--- src/rtl/csr_access_ctrl_if.sv ---
// CSR access bundle: request from execute, register-bank port, response to writeback.
// master = the execute/bank/writeback side, slave = csr_access_ctrl.
interface csr_access_ctrl_if #(
    parameter int DATA_WIDTH = 32,
    parameter int ADDR_WIDTH = 12
);
    logic                  req_valid;
    logic                  req_ready;
    logic [2:0]            req_funct3;
    logic [ADDR_WIDTH-1:0] req_addr;
    logic [4:0]            req_rs1_idx;
    logic [DATA_WIDTH-1:0] req_rs1_data;

    logic [ADDR_WIDTH-1:0] csr_addr;
    logic [DATA_WIDTH-1:0] csr_rdata;
    logic                  csr_addr_hit;
    logic                  csr_en;
    logic [1:0]            csr_op;
    logic [DATA_WIDTH-1:0] csr_wdata;

    logic                  rsp_valid;
    logic                  rsp_ready;
    logic [DATA_WIDTH-1:0] rsp_rdata;
    logic                  rsp_illegal;

    modport master (
        output req_valid, req_funct3, req_addr, req_rs1_idx, req_rs1_data,
        input  req_ready,
        input  csr_addr, csr_en, csr_op, csr_wdata,
        output csr_rdata, csr_addr_hit,
        input  rsp_valid, rsp_rdata, rsp_illegal,
        output rsp_ready
    );

    modport slave (
        input  req_valid, req_funct3, req_addr, req_rs1_idx, req_rs1_data,
        output req_ready,
        output csr_addr, csr_en, csr_op, csr_wdata,
        input  csr_rdata, csr_addr_hit,
        output rsp_valid, rsp_rdata, rsp_illegal,
        input  rsp_ready
    );
endinterface

--- src/rtl/csr_access_ctrl.sv ---
// CSR access controller: accept one CSR instruction, read the CSR, issue at most
// one write strobe to the bank, then return the old value or an illegal flag.
module csr_access_ctrl #(
    parameter int DATA_WIDTH = 32,
    parameter int ADDR_WIDTH = 12
) (
    input  logic               clk,
    input  logic               reset,
    input  logic               flush,
    csr_access_ctrl_if.slave   bus,
    output logic               busy
);
    localparam logic [1:0] IDLE  = 2'd0;
    localparam logic [1:0] READ  = 2'd1;
    localparam logic [1:0] WRITE = 2'd2;
    localparam logic [1:0] RESP  = 2'd3;

    logic [1:0]            state;
    logic [1:0]            op_q;
    logic [ADDR_WIDTH-1:0] addr_q;
    logic [DATA_WIDTH-1:0] operand_q;
    logic                  wr_q;
    logic [DATA_WIDTH-1:0] rdata_q;
    logic                  illegal_q;
    logic                  accept;
    logic                  illegal_now;

    // Handshake and the illegal decision taken while in READ
    always_comb begin
        accept      = bus.req_valid & bus.req_ready;
        illegal_now = (op_q == 2'b00) | ~bus.csr_addr_hit |
                      (wr_q & (addr_q[ADDR_WIDTH-1 -: 2] == 2'b11));
    end

    // Access sequencing; flush overrides every transition
    always_ff @(posedge clk or posedge reset) begin
        if (reset) begin
            state <= IDLE;
        end else begin
            case (state)
                IDLE:    if (accept) state <= READ;
                READ:    if (flush) state <= IDLE;
                         else if (illegal_now || !wr_q) state <= RESP;
                         else state <= WRITE;
                WRITE:   state <= flush ? IDLE : RESP;
                RESP:    if (flush || bus.rsp_ready) state <= IDLE;
                default: state <= IDLE;
            endcase
        end
    end

    // Request latch at accept, old value and illegal flag captured in READ
    always_ff @(posedge clk or posedge reset) begin
        if (reset) begin
            op_q      <= '0;
            addr_q    <= '0;
            operand_q <= '0;
            wr_q      <= 1'b0;
            rdata_q   <= '0;
            illegal_q <= 1'b0;
        end else begin
            if (accept) begin
                op_q      <= bus.req_funct3[1:0];
                addr_q    <= bus.req_addr;
                operand_q <= bus.req_funct3[2] ?
                             {{(DATA_WIDTH-5){1'b0}}, bus.req_rs1_idx} : bus.req_rs1_data;
                wr_q      <= (bus.req_funct3[1:0] == 2'b01) | (bus.req_rs1_idx != 5'd0);
            end
            if (state == READ) begin
                rdata_q   <= bus.csr_rdata;
                illegal_q <= illegal_now;
            end
        end
    end

    // Outputs decoded from state so a reset cuts the strobe immediately
    always_comb begin
        bus.req_ready   = (state == IDLE) & ~flush & ~reset;
        bus.csr_addr    = addr_q;
        bus.csr_en      = (state == WRITE);
        bus.csr_op      = (state == WRITE) ? op_q : 2'b00;
        bus.csr_wdata   = (state == WRITE) ? operand_q : '0;
        bus.rsp_valid   = (state == RESP) & ~flush;
        bus.rsp_rdata   = rdata_q;
        bus.rsp_illegal = illegal_q;
        busy            = (state != IDLE);
    end
endmodule

--- src/flat_wrapper.sv ---
// flat-port wrapper written by rule: the top's interface ports become plain ports
module csr_access_ctrl_flat 
#(
    parameter int DATA_WIDTH = 32,
    parameter int ADDR_WIDTH = 12
)
  (clk, reset, flush, busy, bus_req_valid, bus_req_funct3, bus_req_addr, bus_req_rs1_idx, bus_req_rs1_data, bus_req_ready, bus_csr_addr, bus_csr_en, bus_csr_op, bus_csr_wdata, bus_csr_rdata, bus_csr_addr_hit, bus_rsp_valid, bus_rsp_rdata, bus_rsp_illegal, bus_rsp_ready);
  csr_access_ctrl_if #(.DATA_WIDTH(DATA_WIDTH), .ADDR_WIDTH(ADDR_WIDTH)) bus_i ();
  input  logic clk;
  input  logic reset;
  input  logic flush;
  output logic busy;
  input wire logic [$bits(bus_i.req_valid)-1:0] bus_req_valid;
  input wire logic [$bits(bus_i.req_funct3)-1:0] bus_req_funct3;
  input wire logic [$bits(bus_i.req_addr)-1:0] bus_req_addr;
  input wire logic [$bits(bus_i.req_rs1_idx)-1:0] bus_req_rs1_idx;
  input wire logic [$bits(bus_i.req_rs1_data)-1:0] bus_req_rs1_data;
  output wire logic [$bits(bus_i.req_ready)-1:0] bus_req_ready;
  output wire logic [$bits(bus_i.csr_addr)-1:0] bus_csr_addr;
  output wire logic [$bits(bus_i.csr_en)-1:0] bus_csr_en;
  output wire logic [$bits(bus_i.csr_op)-1:0] bus_csr_op;
  output wire logic [$bits(bus_i.csr_wdata)-1:0] bus_csr_wdata;
  input wire logic [$bits(bus_i.csr_rdata)-1:0] bus_csr_rdata;
  input wire logic [$bits(bus_i.csr_addr_hit)-1:0] bus_csr_addr_hit;
  output wire logic [$bits(bus_i.rsp_valid)-1:0] bus_rsp_valid;
  output wire logic [$bits(bus_i.rsp_rdata)-1:0] bus_rsp_rdata;
  output wire logic [$bits(bus_i.rsp_illegal)-1:0] bus_rsp_illegal;
  input wire logic [$bits(bus_i.rsp_ready)-1:0] bus_rsp_ready;
  assign bus_i.req_valid = bus_req_valid;
  assign bus_i.req_funct3 = bus_req_funct3;
  assign bus_i.req_addr = bus_req_addr;
  assign bus_i.req_rs1_idx = bus_req_rs1_idx;
  assign bus_i.req_rs1_data = bus_req_rs1_data;
  assign bus_req_ready = bus_i.req_ready;
  assign bus_csr_addr = bus_i.csr_addr;
  assign bus_csr_en = bus_i.csr_en;
  assign bus_csr_op = bus_i.csr_op;
  assign bus_csr_wdata = bus_i.csr_wdata;
  assign bus_i.csr_rdata = bus_csr_rdata;
  assign bus_i.csr_addr_hit = bus_csr_addr_hit;
  assign bus_rsp_valid = bus_i.rsp_valid;
  assign bus_rsp_rdata = bus_i.rsp_rdata;
  assign bus_rsp_illegal = bus_i.rsp_illegal;
  assign bus_i.rsp_ready = bus_rsp_ready;
  csr_access_ctrl #(.DATA_WIDTH(DATA_WIDTH), .ADDR_WIDTH(ADDR_WIDTH)) u_core (.clk(clk), .reset(reset), .flush(flush), .bus(bus_i), .busy(busy));
endmodule
--- config.mk ---
export PLATFORM = sky130hd
export DESIGN_NAME = csr_access_ctrl_flat
export DESIGN_NICKNAME = d
export VERILOG_FILES = /design/src/rtl/csr_access_ctrl_if.sv /design/src/rtl/csr_access_ctrl.sv /design/src/flat_wrapper.sv
export SDC_FILE = /design/constraint.sdc
export NUM_CORES = 1
export LEC_CHECK = 0
export ABC_AREA = 1
export BUFFER_PORTS_ARGS = -buffer_cell sky130_fd_sc_hd__buf_2
export CAP_MARGIN = 20
export CORE_ASPECT_RATIO = 0.6
export CORE_UTILIZATION = 35
export CTS_CLUSTER_DIAMETER = 30
export DETAILED_ROUTE_END_ITERATION = 16
export PLACE_DENSITY = 0.69
export SYNTH_ARGS = -nofsm -noshare
export SYNTH_HDL_FRONTEND = slang
export SYNTH_SLANG_ARGS = --single-unit
--- constraint.sdc ---
create_clock -name clk -period 2.2 [get_ports clk]
set_input_delay 0 -clock clk [delete_from_list [all_inputs] [get_ports clk]]
set_output_delay 0 -clock clk [all_outputs]
set_load 0.01 [all_outputs]
==> flow_summary_export.csv <==
group,metric,value,unit
min_path,min_path_type,"primary input to register",
min_path,min_to,"u_core.operand_q[1]$_DFFE_PP0P_",
critical_path,startpoint,"u_core.state[1]$_DFFE_PP0P_",
sta,relSlewSlack,0.509,
critical_path,setup.worst_path.class,"register to register",
clock_network,path_clk_slew,0.06,ns
floorplanning,rows,28,
routing,drtIter0Drc,147,
floorplanning,core,9880,µm²
routing,wire_per_inst,12.2,µm
finish,antenna_cells,0,
routing,first_pass_iters,7,
floorplanning,dieArea,10600,µm²
logic_synthesis,synthArstFlopShare,1.00,
global_routing,grt_max_degree,52,
sta,rsz0062_at_grt,"no",
floorplanning,start_util,0.361,
global_routing,grt_pass1_wl,16800,µm
critical_path,cp-start-kind,"register",
critical_path,r2r-end,"u_core.operand_q[19]$_DFFE_PP0P_",
clock_network,cts_made_buffers,9,
sta,fin_skew,0.00712,ns
critical_path,crit_path_end_kind,"register",
sta,fmax,597,MHz
critical_path,ff2ff_setup_slack,0.53,ns
pwr,p_leak,3.12,nW
clock_network,htreeDepth,3,
sta,setup_viol,0,
placement,hpwl,6360,µm
finish,drive_above_1_share,0.289,
routing,wl,10200,µm
placement,place_area,4520,µm²
clock_network,cts_post_setup_buffers_inserted,0,
sta,tightest_slew,0.732,ns
logic_synthesis,synth_area,3570,µm²
critical_path,cp_max_fo,45,
routing,num_vias,3643,
logic_synthesis,ys_warn_count,0,
logic_synthesis,synth_ff_type,"dfrtp_1",
min_path,worstHoldPathCells,3,
sta,layout_min_cycle_time,1.67,ns
floorplanning,die_y,80.2,µm
floorplanning,fp.dieW,132,µm
global_routing,grt_pass1_vias,3648,
global_routing,grtUsageTotal,0.202,
clock_network,cts-root-buf,"clkbuf_16",
logic_synthesis,synth_cell_types,20,
clock_network,cts_buffer_depth,2,
finish,num-nets-final,783,
global_routing,gr-total-overflow,0,
finish,area_delta_synth_final,59.0,%
critical_path,rr_worst_depth,7,
run,maxCapViolations,0,
sta,hold_viol,0,
critical_path,worstPathArrival,1.87,ns
logic_synthesis,avgSynthCellArea,7.98,µm²
routing,drt.antenna.violating_nets,0,
logic_synthesis,synth-seq-cells,82,
finish,fin_area,5670,µm²
routing,drc_errors,0,
run_status,status,"finished, final reports clean",
clock_network,worstSkewPairLatency,0.34,ns
pwr,ir_worst_vdd,0.000657,V
global_routing,antenna_found_initial,0,
pwr,total_power,6.84,mW
critical_path,rr_startpoint,"u_core.state[1]$_DFFE_PP0P_",
sta,finalCritPeriodShare,0.761,
clock_network,tritoncts,"yes",
placement,place.gp.congestion,0.791,
sta,whs,0.0161,ns
placement,io_buffers,172,
logic_synthesis,synth_edf_count,0,
logic_synthesis,synth_nets,537,
floorplanning,pin_count,173,
routing,avgViaCountPerCell,4.37,
sta,drv_slew,0,
clock_network,cts_resized,0,
min_path,min-delay-start,"bus_req_rs1_idx[1]",
critical_path,cp.required,2.39,ns
logic_synthesis,synth_cells,447,
sta,setup-tns-final,0,ns
pwr,power.density,1210,nW/µm²
clock_network,cts.sinks,82,
logic_synthesis,seq_area_frac_synth,0.575,
## kinds of logic after synthesis
| logic type | Yosys count | synth area share |
|---|---|---|
| DFF | 82 | 0.575 |
| and+or+nand+nor | 255 | 0.279 |
| muxes | 3 | 0.00842 |
| AOI/OAI and AO/OA | 39 | 0.0551 |
| buffers and inverters | 68 | 0.0824 |
## final cells by class
| cell class | instances | area (µm²) |
|---|---|---|
| tap | 135 | 169 |
| clock buffer | 10 | 229 |
| timing repair buffer | 256 | 1710 |
| multi-input combinational | 297 | 1220 |
| sequential | 82 | 2050 |
| inverter | 47 | 178 |
| fill | 875 | 4210 |
| clock inverter | 6 | 115 |
## cells in the mapped netlist, types with 2 or more instances
| master | n | area [µm²] |
|---|---|---|
| a21oi_1 | 2 | 10.0 |
| dfrtp_1 | 82 | 2050 |
| clkbuf_2 | 2 | 10.0 |
| nor2_2 | 2 | 12.5 |
| mux2i_1 | 3 | 30.0 |
| o21ai_0 | 36 | 180 |
| inv_2 | 6 | 22.5 |
| buf_6 | 2 | 22.5 |
| nand2_1 | 202 | 758 |
| nor2_1 | 42 | 158 |
| nand3_1 | 2 | 10.0 |
| inv_1 | 40 | 150 |
| buf_2 | 17 | 85.1 |
| nor3_1 | 3 | 15.0 |
## repair_timing
action | CTS | global route
endpoints found under the setup margin | 0 | 0
hold buffers | 81 | 0
hold endpoints to repair | 109 | 0
## critical path, stage by stage, from the launching register on
cell and delay (ns):
dfrtp_1 0.42, inv_2 0.10, nand2_4 0.07, inv_2 0.07, nand3_4 0.29, buf_4 0.38, nand2_1 0.09, o21ai_0 0.09
## flip-flops by register name, summed over array words and instances (netlist names)
signal                  flops
u_core.bus.rsp_rdata       32
u_core.bus.rsp_illegal      1
u_core.bus.csr_addr        12
u_core.op_q                 2
u_core.operand_q           32
u_core.state                2
u_core.wr_q                 1
## power by group
group	switching [mW]	internal [mW]	leakage, nW	total (mW)
combinational	1.48	0.996	1.92	2.47
sequential	0.418	2.25	1.03	2.67
clock	0.595	1.11	0.163	1.71
total	2.49	4.36	3.12	6.84
## layout by cell type, fill, tap and decap left out, types with 2 or more instances in the layout
| master | count |
|---|---|
| dfrtp_1 | 82 |
| clkbuf_16 | 9 |
| nand2_1 | 202 |
| nand3_1 | 2 |
| buf_2 | 172 |
| buf_4 | 2 |
| inv_2 | 6 |
| dlygate4sd3_1 | 81 |
| clkinv_4 | 2 |
| nor2_2 | 2 |
| o21ai_0 | 36 |
| a21oi_1 | 2 |
| nor3_1 | 3 |
| nor2_1 | 42 |
| mux2i_1 | 3 |
| inv_1 | 39 |
| bufinv_16 | 3 |
## how the worst max path moves through the flow
stage | endpoint | cells past startpoint
finish | u_core.operand_q[19]$_DFFE_PP0P_ | 7
global route | u_core.operand_q[22]$_DFFE_PP0P_ | 7
CTS | bus_csr_op[1] | 5
detailed placement | u_core.operand_q[29]$_DFFE_PP0P_ | 7
global placement | u_core.operand_q[25]$_DFFE_PP0P_ | 7
floorplan | u_core.bus.csr_addr[0]$_DFFE_PP0P_ | 1
## per-layer routing
layer,vias up,GRT usage,share of wire
met4,0,0.0977,0.023
met5,-,0,0
li1,1829,-,-
met3,20,0.0524,0.067
met1,1649,0.246,0.45
met2,145,0.339,0.46
## metrics by stage
step | cells | setup slack, ns | util
floorplan | 447 | 0.0916 | -
global placement | 736 | 0.606 | 0.457
detailed placement | 736 | 0.539 | 0.457
CTS | 833 | 0.505 | 0.574
global route | 833 | 0.353 | 0.574
finish | 833 | 0.525 | 0.574
Note: power is estimated with default switching activity, not from simulation.
